**src/rtl/bfp_pkg.sv**
```systemverilog
// bfp_pkg -- shared definitions for the block-floating-point scaler.
//   state_t     : scaler FSM states (IDLE / RUN / DRAIN)
//   GUARD_BITS  : headroom kept above the largest sample (target width = DW - GUARD_BITS)
//   calc_shift  : converts a measured max bit width into a right-shift amount
package bfp_pkg;

  typedef enum logic [1:0] {
    IDLE  = 2'd0,
    RUN   = 2'd1,
    DRAIN = 2'd2
  } state_t;

  localparam int GUARD_BITS = 1;

  // Target width TGT = dw - GUARD_BITS. Anything wider than TGT is shifted
  // down to TGT bits; the shift never exceeds dw-1 (which leaves only the sign).
  function automatic int calc_shift(input int max_bw, input int dw);
    int tgt;
    int diff;
    tgt = dw - GUARD_BITS;
    if (max_bw > tgt) begin
      diff = max_bw - tgt;
      return (diff > dw - 1) ? dw - 1 : diff;
    end
    return 0;
  endfunction

endpackage

```
**src/rtl/bfp_round_shift.sv**
```systemverilog
// bfp_round_shift -- arithmetic right shift of one signed sample component.
// Build option: BFP_ROUND_EN defined -> round-half-up (adds 2**(shift-1) first);
//               undefined            -> plain truncation toward -inf, no adder.
// Ports:
//   din   in  DW  signed input component
//   shift in  SW  shift amount (caller guarantees shift <= DW-1)
//   dout  out DW  shifted component
module bfp_round_shift #(
  parameter int DW = 16,
  parameter int SW = 5
) (
  input  logic [DW-1:0] din,
  input  logic [SW-1:0] shift,
  output logic [DW-1:0] dout
);

  // One extra bit so the rounding bias cannot overflow (32767 + 2**14 fits).
  logic signed [DW:0] ext;
  logic signed [DW:0] biased;
  logic signed [DW:0] shifted;

  assign ext = $signed({din[DW-1], din});

`ifdef BFP_ROUND_EN
  logic signed [DW:0] half;

  always_comb begin
    half = '0;
    if (shift != '0) begin
      half = $signed((DW+1)'(1) << (shift - SW'(1)));
    end
  end

  assign biased = ext + half;
`else
  assign biased = ext;
`endif

  assign shifted = biased >>> shift;

  // With shift >= 1 whenever a bias is added, the result always fits DW bits.
  assign dout = shifted[DW-1:0];

endmodule

```
**src/rtl/bfp_scaler.sv**
```systemverilog
// bfp_scaler -- consumer side of BFP width tracking. Latches the previous
// stage's max bit width at stage_start, turns it into a shift, applies the
// shift to every complex sample of the stage and accumulates the block exponent.
// Build option: BFP_ROUND_EN (round-half-up instead of truncation).
// Ports:
//   clk, rst             clock, synchronous active-high reset
//   stage_start, max_bw  start a stage of 2**FFT_N samples with this width
//   bw_clr               1-cycle clear pulse to the max-width tracker
//   exp_clr              clear the exponent accumulator (new frame)
//   in_valid/in_ready, in_re/in_im      sample input handshake
//   out_valid/out_ready, out_re/out_im  scaled sample output handshake
//   shift_amt, exp_acc   shift in force, accumulated block exponent
//   stage_done           1-cycle pulse once a stage has fully left the pipeline
//   err                  sticky: stage_start seen outside IDLE
module bfp_scaler
  import bfp_pkg::*;
#(
  parameter int FFT_DW    = 16,
  parameter int FFT_BFPDW = 5,
  parameter int FFT_N     = 10,
  parameter int EXP_W     = 6
) (
  input  logic                 clk,
  input  logic                 rst,
  input  logic                 stage_start,
  input  logic [FFT_BFPDW-1:0] max_bw,
  output logic                 bw_clr,
  input  logic                 exp_clr,
  input  logic                 in_valid,
  output logic                 in_ready,
  input  logic [FFT_DW-1:0]    in_re,
  input  logic [FFT_DW-1:0]    in_im,
  output logic                 out_valid,
  input  logic                 out_ready,
  output logic [FFT_DW-1:0]    out_re,
  output logic [FFT_DW-1:0]    out_im,
  output logic [FFT_BFPDW-1:0] shift_amt,
  output logic [EXP_W-1:0]     exp_acc,
  output logic                 stage_done,
  output logic                 err
);

  localparam logic [FFT_N-1:0] CNT_LAST = '1;
  localparam logic [EXP_W:0]   EXP_MAX  = {1'b0, {EXP_W{1'b1}}};

  state_t state_reg, state_next;
  logic [FFT_N-1:0] cnt_reg, cnt_next;
  logic [FFT_BFPDW-1:0] shift_reg, shift_new;
  logic [EXP_W-1:0] exp_reg, exp_base;
  logic [EXP_W:0] exp_sum;
  logic err_reg;

  // Two-stage pipeline; index 0 = re, 1 = im.
  logic v1_reg, v2_reg;
  logic [1:0][FFT_DW-1:0] din, d1_reg, d2_reg, sh;
  logic adv1, adv2, accept, start_ok;

  // A stage may load when it is empty or its content moves on this cycle.
  assign adv2   = !v2_reg || out_ready;
  assign adv1   = !v1_reg || adv2;
  assign accept = in_valid && in_ready;
  assign din    = {in_im, in_re};

  genvar gi;
  generate
    for (gi = 0; gi < 2; gi++) begin : g_comp
      bfp_round_shift #(
        .DW(FFT_DW),
        .SW(FFT_BFPDW)
      ) u_shift (
        .din  (d1_reg[gi]),
        .shift(shift_reg),
        .dout (sh[gi])
      );
    end
  endgenerate

  assign shift_new = FFT_BFPDW'(calc_shift(int'(max_bw), FFT_DW));
  assign start_ok  = stage_start && (state_reg == IDLE);
  assign exp_base  = exp_clr ? '0 : exp_reg;
  assign exp_sum   = {1'b0, exp_base} + (EXP_W+1)'(shift_new);

  always_comb begin
    state_next = state_reg;
    cnt_next   = cnt_reg;
    bw_clr     = 1'b0;
    stage_done = 1'b0;
    in_ready   = 1'b0;
    case (state_reg)
      IDLE: begin
        if (stage_start) begin
          bw_clr     = 1'b1;
          state_next = RUN;
        end
      end
      RUN: begin
        in_ready = adv1;
        if (in_valid && adv1) begin
          if (cnt_reg == CNT_LAST) begin
            state_next = DRAIN;
          end else begin
            cnt_next = cnt_reg + 1'b1;
          end
        end
      end
      DRAIN: begin
        if (!v1_reg && !v2_reg) begin
          stage_done = 1'b1;
          cnt_next   = '0;
          state_next = IDLE;
        end
      end
      default: state_next = IDLE;
    endcase
  end

  always_ff @(posedge clk) begin
    if (rst) begin
      state_reg <= IDLE;
      cnt_reg   <= '0;
      shift_reg <= '0;
      exp_reg   <= '0;
      err_reg   <= 1'b0;
      v1_reg    <= 1'b0;
      v2_reg    <= 1'b0;
      d1_reg    <= '0;
      d2_reg    <= '0;
    end else begin
      state_reg <= state_next;
      cnt_reg   <= cnt_next;

      if (start_ok) begin
        shift_reg <= shift_new;
        exp_reg   <= (exp_sum > EXP_MAX) ? EXP_MAX[EXP_W-1:0] : exp_sum[EXP_W-1:0];
      end else if (exp_clr) begin
        exp_reg <= '0;
      end

      if (stage_start && state_reg != IDLE) begin
        err_reg <= 1'b1;
      end

      if (adv1) begin
        v1_reg <= accept;
        if (accept) begin
          d1_reg <= din;
        end
      end
      if (adv2) begin
        v2_reg <= v1_reg;
        if (v1_reg) begin
          d2_reg <= sh;
        end
      end
    end
  end

  assign out_valid = v2_reg;
  assign out_re    = d2_reg[0];
  assign out_im    = d2_reg[1];
  assign shift_amt = shift_reg;
  assign exp_acc   = exp_reg;
  assign err       = err_reg;

endmodule
```
**config.mk**
```make
export PLATFORM = sky130hd
export DESIGN_NAME = bfp_scaler
export DESIGN_NICKNAME = d
export VERILOG_FILES = /design/src/rtl/bfp_pkg.sv /design/src/rtl/bfp_round_shift.sv /design/src/rtl/bfp_scaler.sv
export SDC_FILE = /design/constraint.sdc
export NUM_CORES = 1
export LEC_CHECK = 0
export CAP_MARGIN = 20
export CORE_MARGIN = 2
export CORE_UTILIZATION = 35
export DETAILED_ROUTE_END_ITERATION = 10
export GPL_ROUTABILITY_DRIVEN = 0
export SYNTH_ARGS = -nofsm -noshare
export SYNTH_HDL_FRONTEND = slang
export SYNTH_HIERARCHICAL = 1
export SYNTH_SLANG_ARGS = --single-unit
export TNS_END_PERCENT = 50
```
**constraint.sdc**
```tcl
create_clock -name clk -period 4.1 [get_ports clk]
set_input_delay 0.615 -clock clk [delete_from_list [all_inputs] [get_ports clk]]
set_output_delay 0.615 -clock clk [all_outputs]
set_load 0.005 [all_outputs]
```
# [Word-level counts from Yosys, hierarchy flattened]
# Cells that the tools add are included.
[totals] inputBits=43 elab_cells=64 reg_bits=90 out_inout_bits=48
[classes] muxes=21 order_cmp=3 n_reduce_logical=16 shifts=2 eq_ne=8 n_addsub=3
[ops] cell="$sshr A16 B5 Y16" n=2
[ops] cell="$mux W10" n=3
[ops] cell="$pmux W10 S2" n=1
[ops] cell="$mux W6" n=3
[ops] cell="$mux W5" n=3
[ops] cell="$add A10 B1 Y10 const B" n=1
[ops] cell="$eq A10 B10 Y1 const B" n=1
[ops] cell="$ne A2 B2 Y1 const B" n=5
[ops] cell="$mux W2" n=4
[ops] cell="$reduce_and A4 Y1" n=2
[ops] cell="$add A6 B5 Y7" n=1
[ops] cell="$gt A7 B6 Y1 const B" n=1
[ops] cell="$gt A6 B5 Y1 const B" n=1
[ops] cell="$mux W1" n=6
[ops] cell="$pmux W2 S3" n=1
[ops] cell="$sub A5 B4 Y6 const B" n=1
[ops] cell="$gt A5 B4 Y1 const B" n=1
[ops] cell="$logic_and A1 B1 Y1" n=5
[ops] cell="$reduce_and A2 Y1" n=2
[ops] cell="$reduce_bool A2 Y1" n=2
[ops] cell="$eq A2 B1 Y1 const B" n=1
[ops] cell="$eq A2 B2 Y1 const B" n=1
[ops] cell="$logic_not A1 Y1" n=2
[ops] cell="$logic_not A2 Y1" n=1
[ops] cell="$logic_or A1 B1 Y1" n=2

# [Logic depth before layout (Yosys ltp)]
[logic_depth] depth_word=9 depth_mapped=13 depth_no_buf=13

# [Hierarchy]
# Netlist, hierarchy kept.
[modules_own_cells] mod="bfp_scaler" cells_per_inst=465 n_inst=1 seq_area_each_um2=1801.7 area_each_um2=3709.8
[modules_own_cells] mod="bfp_round_shift" cells_per_inst=85 n_inst=2 seq_area_each_um2=0.0 area_each_um2=763.2

# [Worst setup path after synthesis]
# OpenSTA, ideal clock, no wires.
[synth_timing] kind="input -> register" startpoint="in max_bw[0]" endpoint="reg exp_reg[1], in the netlist exp_acc[1]" setup_slack_ns=1.033 required_time_ns=4.009 t_arrival_ns=2.976 path_buffers=0 cell_stages=13 path_cell_list="ha_1 -> and3_1 -> ha_1 -> o21ai_0 -> a21oi_1 -> ha_1 -> inv_1 -> fa_1 -> nor2b_1 -> o21ai_0 -> a21oi_1 -> o21ai_0 -> a311oi_1"
[synth_via] elab_chain_len=9 elab_cells_between_ends=11 classes_between="2 x add/sub; 3 x order compare; 6 x mux"
[synth_lines] element="from (decl)" line="bfp_scaler.sv:26" rtl="input logic [FFT_BFPDW-1:0] max_bw,"
[synth_lines] element="$sub A5 B4 Y6" line="bfp_pkg.sv:22" rtl="diff = max_bw - tgt;"
[synth_lines] element="$gt A6 B5 Y1" line="bfp_pkg.sv:23" rtl="return (diff > dw - 1) ? dw - 1 : diff;"
[synth_lines] element="$mux W5" line="bfp_pkg.sv:23"
[synth_lines] element="$mux W5" line="bfp_pkg.sv:21" rtl="if (max_bw > tgt) begin"
[synth_lines] element="$mux W5 (*)" line="bfp_pkg.sv:25" rtl="return 0;"
[synth_lines] element="named net shift_new[0]" line="bfp_scaler.sv:48" rtl="logic [FFT_BFPDW-1:0] shift_reg, shift_new;"
[synth_lines] element="$add A6 B5 Y7 (*)" line="bfp_scaler.sv:81" rtl="assign exp_sum = {1'b0, exp_base} + (EXP_W+1)'(shift_new);"
[synth_lines] element="$gt A7 B6 Y1" line="bfp_scaler.sv:134" rtl="exp_reg <= (exp_sum > EXP_MAX) ? EXP_MAX[EXP_W-1:0] : exp_sum[EXP_W-1:0];"
[synth_lines] element="$mux W6 (*)" line="bfp_scaler.sv:134"
[synth_lines] element="$mux W6 (*)" line="bfp_scaler.sv:132" rtl="if (start_ok) begin"
[synth_lines] element="to (signal assigned)" line="bfp_scaler.sv:134"
[synth_lines] element="to (decl)" line="bfp_scaler.sv:49" rtl="logic [EXP_W-1:0] exp_reg, exp_base;"
# The timed path passes the listed nets; every way through them passes the cells marked *.
# A chain may end at the register's enable or synchronous reset.

# [Final worst setup path]
[layout_timing] startpoint="in max_bw[0]" endpoint="reg exp_reg[2], in the netlist exp_acc[2]"
# The elaborated chain is that of the path after synthesis.

==> impl_metrics.sql <==
INSERT INTO impl_metrics (metric_group, metric, value, unit) VALUES
('critical_path', 'worst_ep_required_time', '4340', 'ps'),
('route', 'detail-route-antenna-nets', '0', ''),
('yosys', 'synth_edf_count', '0', ''),
('clocking', 'clkTransAtPathRegs', '60', 'ps'),
('yosys', 'synthesis.instances', '635', ''),
('final_layout', 'final_net_count', '746', ''),
('clocking', 'tritoncts_clock_tree', 'done', ''),
('yosys', 'yosysSeqAreaShare', '0.344', ''),
('final_layout', 'final.fill_count', '1431', ''),
('die', 'die_height', '126', 'um'),
('clocking', 'clock_tree.htree_level_count', '3', ''),
('hold_path', 'holdPathEnd', 'out_im[6]$_SDFFE_PP0P_', ''),
('clocking', 'tritoncts.num_buffers', '9', ''),
('final_layout', 'layout_commonest_cell', 'sky130_fd_sc_hd__nand2_1', ''),
('clocking', 'clk_root_buffer_cell', 'sky130_fd_sc_hd__clkbuf_16', ''),
('hold_path', 'worst_hold_path.num_cells', '2', ''),
('status', 'run_status', 'complete, no violations', ''),
('pwr', 'peakVddDrop', '0.000184', 'V'),
('critical_path', 'worstPathArrival', '3940', 'ps'),
('job', 'max_cap_violation_count', '0', ''),
('clocking', 'post_cts_buffers', '0', ''),
('die', 'start_util', '0.359', ''),
('global_route', 'via_count_of_the_first_global_routing_pass', '4606', ''),
('die', 'num_io_pins', '91', ''),
('sta', 'tightest_slew', '1100', 'ps'),
('die', 'row_count', '44', ''),
('route', 'iteration_count_of_the_initial_detailed_routing_pass', '5', ''),
('yosys', 'post_synth.cell_area_avg', '8.25', 'um^2'),
('pwr', 'p_per_area', '335', 'mW/mm^2'),
('clocking', 'cts-root-to-sink-buffers', '2', ''),
('sta', 'setup-violations-final', '0', ''),
('global_route', 'grt_use_total', '0.172', ''),
('route', 'vias', '4772', ''),
('final_layout', 'finish.instance_area', '0.00647', 'mm^2'),
('global_route', 'grt_max_degree', '57', ''),
('yosys', 'asyncSetResetFlopFracSynth', '0', ''),
('yosys', 'synth_area_leaders', 'sky130_fd_sc_hd__dfxtp_1 (34%), sky130_fd_sc_hd__nand2_1 (11%), sky130_fd_sc_hd__a21oi_1 (8.8%), sky130_fd_sc_hd__mux4_2 (7.7%), sky130_fd_sc_hd__mux2i_1 (6.9%)', ''),
('sta', 'final-max-slew-violation-count', '0', ''),
('critical_path', 'worstReg2RegStart', 'shift_amt[1]$_SDFFE_PP0P_', ''),
('sta', 'grt_setup_unrepaired', 'no', ''),
('critical_path', 'timing.setup.critical_path_class', 'in2reg', ''),
('die', 'design.core.area', '0.0146', 'mm^2'),
('final_layout', 'post_route_cells_drive_above_1_share', '0.0815', ''),
('sta', 'fmaxAchievable', '0.271', 'GHz'),
('place', 'placed_cells_incl_taps', '865', ''),
('yosys', 'post_synth_instance_area', '0.00524', 'mm^2'),
('die', 'dieArea', '0.0160', 'mm^2'),
('final_layout', 'mostFrequentLayoutCells', 'sky130_fd_sc_hd__nand2_1 (151), sky130_fd_sc_hd__a21oi_1 (92), sky130_fd_sc_hd__clkdlybuf4s50_1 (89), sky130_fd_sc_hd__dfxtp_1 (88), sky130_fd_sc_hd__nor2_1 (38)', ''),
('die', 'fp.dieW', '126', 'um'),
('yosys', 'synth.net_count', '687', ''),
('yosys', 'synth.yosys.warnings', '6', ''),
('place', 'dpl-instance-area', '0.00615', 'mm^2'),
('final_layout', 'layout-area-overhead-vs-synth', '23.5', '%'),
('global_route', 'grt_antenna_before_repair', '0', ''),
('yosys', 'yosys_most_used_dff', 'sky130_fd_sc_hd__dfxtp_1', ''),
('route', 'routed_wirelength', '13.6', 'mm'),
('hold_path', 'worstHoldStart', 'out_im[6]$_SDFFE_PP0P_', ''),
('final_layout', 'largest_reg_flops', '32', ''),
('global_route', 'residual_overflow_from_global_routing', '0', ''),
('pwr', 'p_leak', '0.00218', 'uW'),
('final_layout', 'final_cells', '883', ''),
('yosys', 'number_of_flip_flops_and_latches_in_the_synthesized_netlist', '90', ''),
('route', 'drc_errors', '0', ''),
('clocking', 'post_cts.resized_instances', '0', ''),
('sta', 'hold_violations', '0', ''),
('critical_path', 'reg2reg_setup_slack', '1650', 'ps'),
('place', 'post_detail_place_hpwl', '9.96', 'mm'),
('sta', 'totalNegativeSetupSlack', '0', 'ps'),
('critical_path', 'path_max_fanout', '5', ''),
('clocking', 'clk-insertion-delay-late', '340', 'ps'),
('critical_path', 'startpoint_type', 'input pin', '');
## power breakdown
| part | leakage [uW] | switching, uW | internal (uW) | total, uW |
|---|---|---|---|---|
| Sequential | 0.000731 | 69.7 | 913 | 983 |
| Clock | 0.000130 | 346 | 414 | 761 |
| Combinational | 0.00132 | 210 | 212 | 421 |
## metal layers
layer  vias to the layer above  share of wire  GRT usage
li1                       2360              -          -
met1                      2242           0.44      0.212
met2                       142           0.47      0.284
met3                        28          0.065     0.0451
met4                         0          0.027     0.0737
met5                         -              0          0
## synthesized netlist by cell type, types with 6 or more instances
library cell,n
sky130_fd_sc_hd__a21o_1,6
sky130_fd_sc_hd__nand2_1,151
sky130_fd_sc_hd__mux4_2,18
sky130_fd_sc_hd__ha_1,8
sky130_fd_sc_hd__inv_1,15
sky130_fd_sc_hd__nor2b_1,8
sky130_fd_sc_hd__or3_1,6
sky130_fd_sc_hd__o31ai_1,7
sky130_fd_sc_hd__xnor2_1,9
sky130_fd_sc_hd__buf_2,13
sky130_fd_sc_hd__nor2_1,38
sky130_fd_sc_hd__o21ai_0,11
sky130_fd_sc_hd__clkbuf_1,24
sky130_fd_sc_hd__a21oi_1,92
sky130_fd_sc_hd__dfxtp_1,90
sky130_fd_sc_hd__mux2i_1,36
sky130_fd_sc_hd__nand3_1,6
sky130_fd_sc_hd__a221oi_1,6
sky130_fd_sc_hd__nand2b_1,7
## worst max path at each step
stage / start / end / slack, ps / depth (start not counted)
finish: max_bw[0] / exp_acc[2]$_SDFF_PP0_ / 410 / 14
detailed placement: max_bw[0] / exp_acc[2]$_SDFF_PP0_ / 130 / 14
CTS: max_bw[0] / exp_acc[2]$_SDFF_PP0_ / 500 / 14
global route: max_bw[0] / exp_acc[3]$_SDFF_PP0_ / 140 / 14
floorplan: max_bw[0] / exp_acc[1]$_SDFF_PP0_ / 1030 / 13
global placement: max_bw[0] / exp_acc[1]$_SDFF_PP0_ / 360 / 14
## metrics by stage
step            util  hold slack, ps  power (uW)  setup WS [ps]
2_1_floorplan      -             433        1270           1030
3_3_place_gp   0.422             444        1400            361
3_5_place_dp   0.422             450        1420            127
4_1_cts        0.440             459        2180            501
5_1_grt        0.443             478        2280            137
6_report       0.443             452        2160            407
## cell families after synthesis
| family | after synthesis | share of synthesized area |
|---|---|---|
| simple gates | 246 | 0.206 |
| flops | 90 | 0.344 |
| xor+xnor | 11 | 0.0184 |
| buf+inv | 63 | 0.0569 |
| mux | 64 | 0.173 |
| fa+ha+maj | 9 | 0.0229 |
| compound gates | 152 | 0.178 |
## worst max-delay path: stages
cell and delay (ps):
sky130_fd_sc_hd__clkdlybuf4s50_1 460, sky130_fd_sc_hd__ha_1 250, sky130_fd_sc_hd__and3_1 210, sky130_fd_sc_hd__ha_1 180
sky130_fd_sc_hd__o21bai_1 220, sky130_fd_sc_hd__a21oi_1 270, sky130_fd_sc_hd__ha_1 250, sky130_fd_sc_hd__inv_1 60
sky130_fd_sc_hd__fa_1 400, sky130_fd_sc_hd__nor2b_1 130, sky130_fd_sc_hd__o21ai_0 150, sky130_fd_sc_hd__a21oi_1 210
sky130_fd_sc_hd__o21ai_0 210, sky130_fd_sc_hd__a311oi_1 310
## layout make-up
cell class,count,area (um^2),area share
multi-input cells,482,3140,0.485
repair buffers,96,968,0.150
clock inverters,5,38.8,0.00600
well taps,184,230,0.0356
inverters,15,56.3,0.00871
clock buffers,11,233,0.0360
flip-flops and latches,90,1800,0.279
Power figures use the tool's default switching activity.
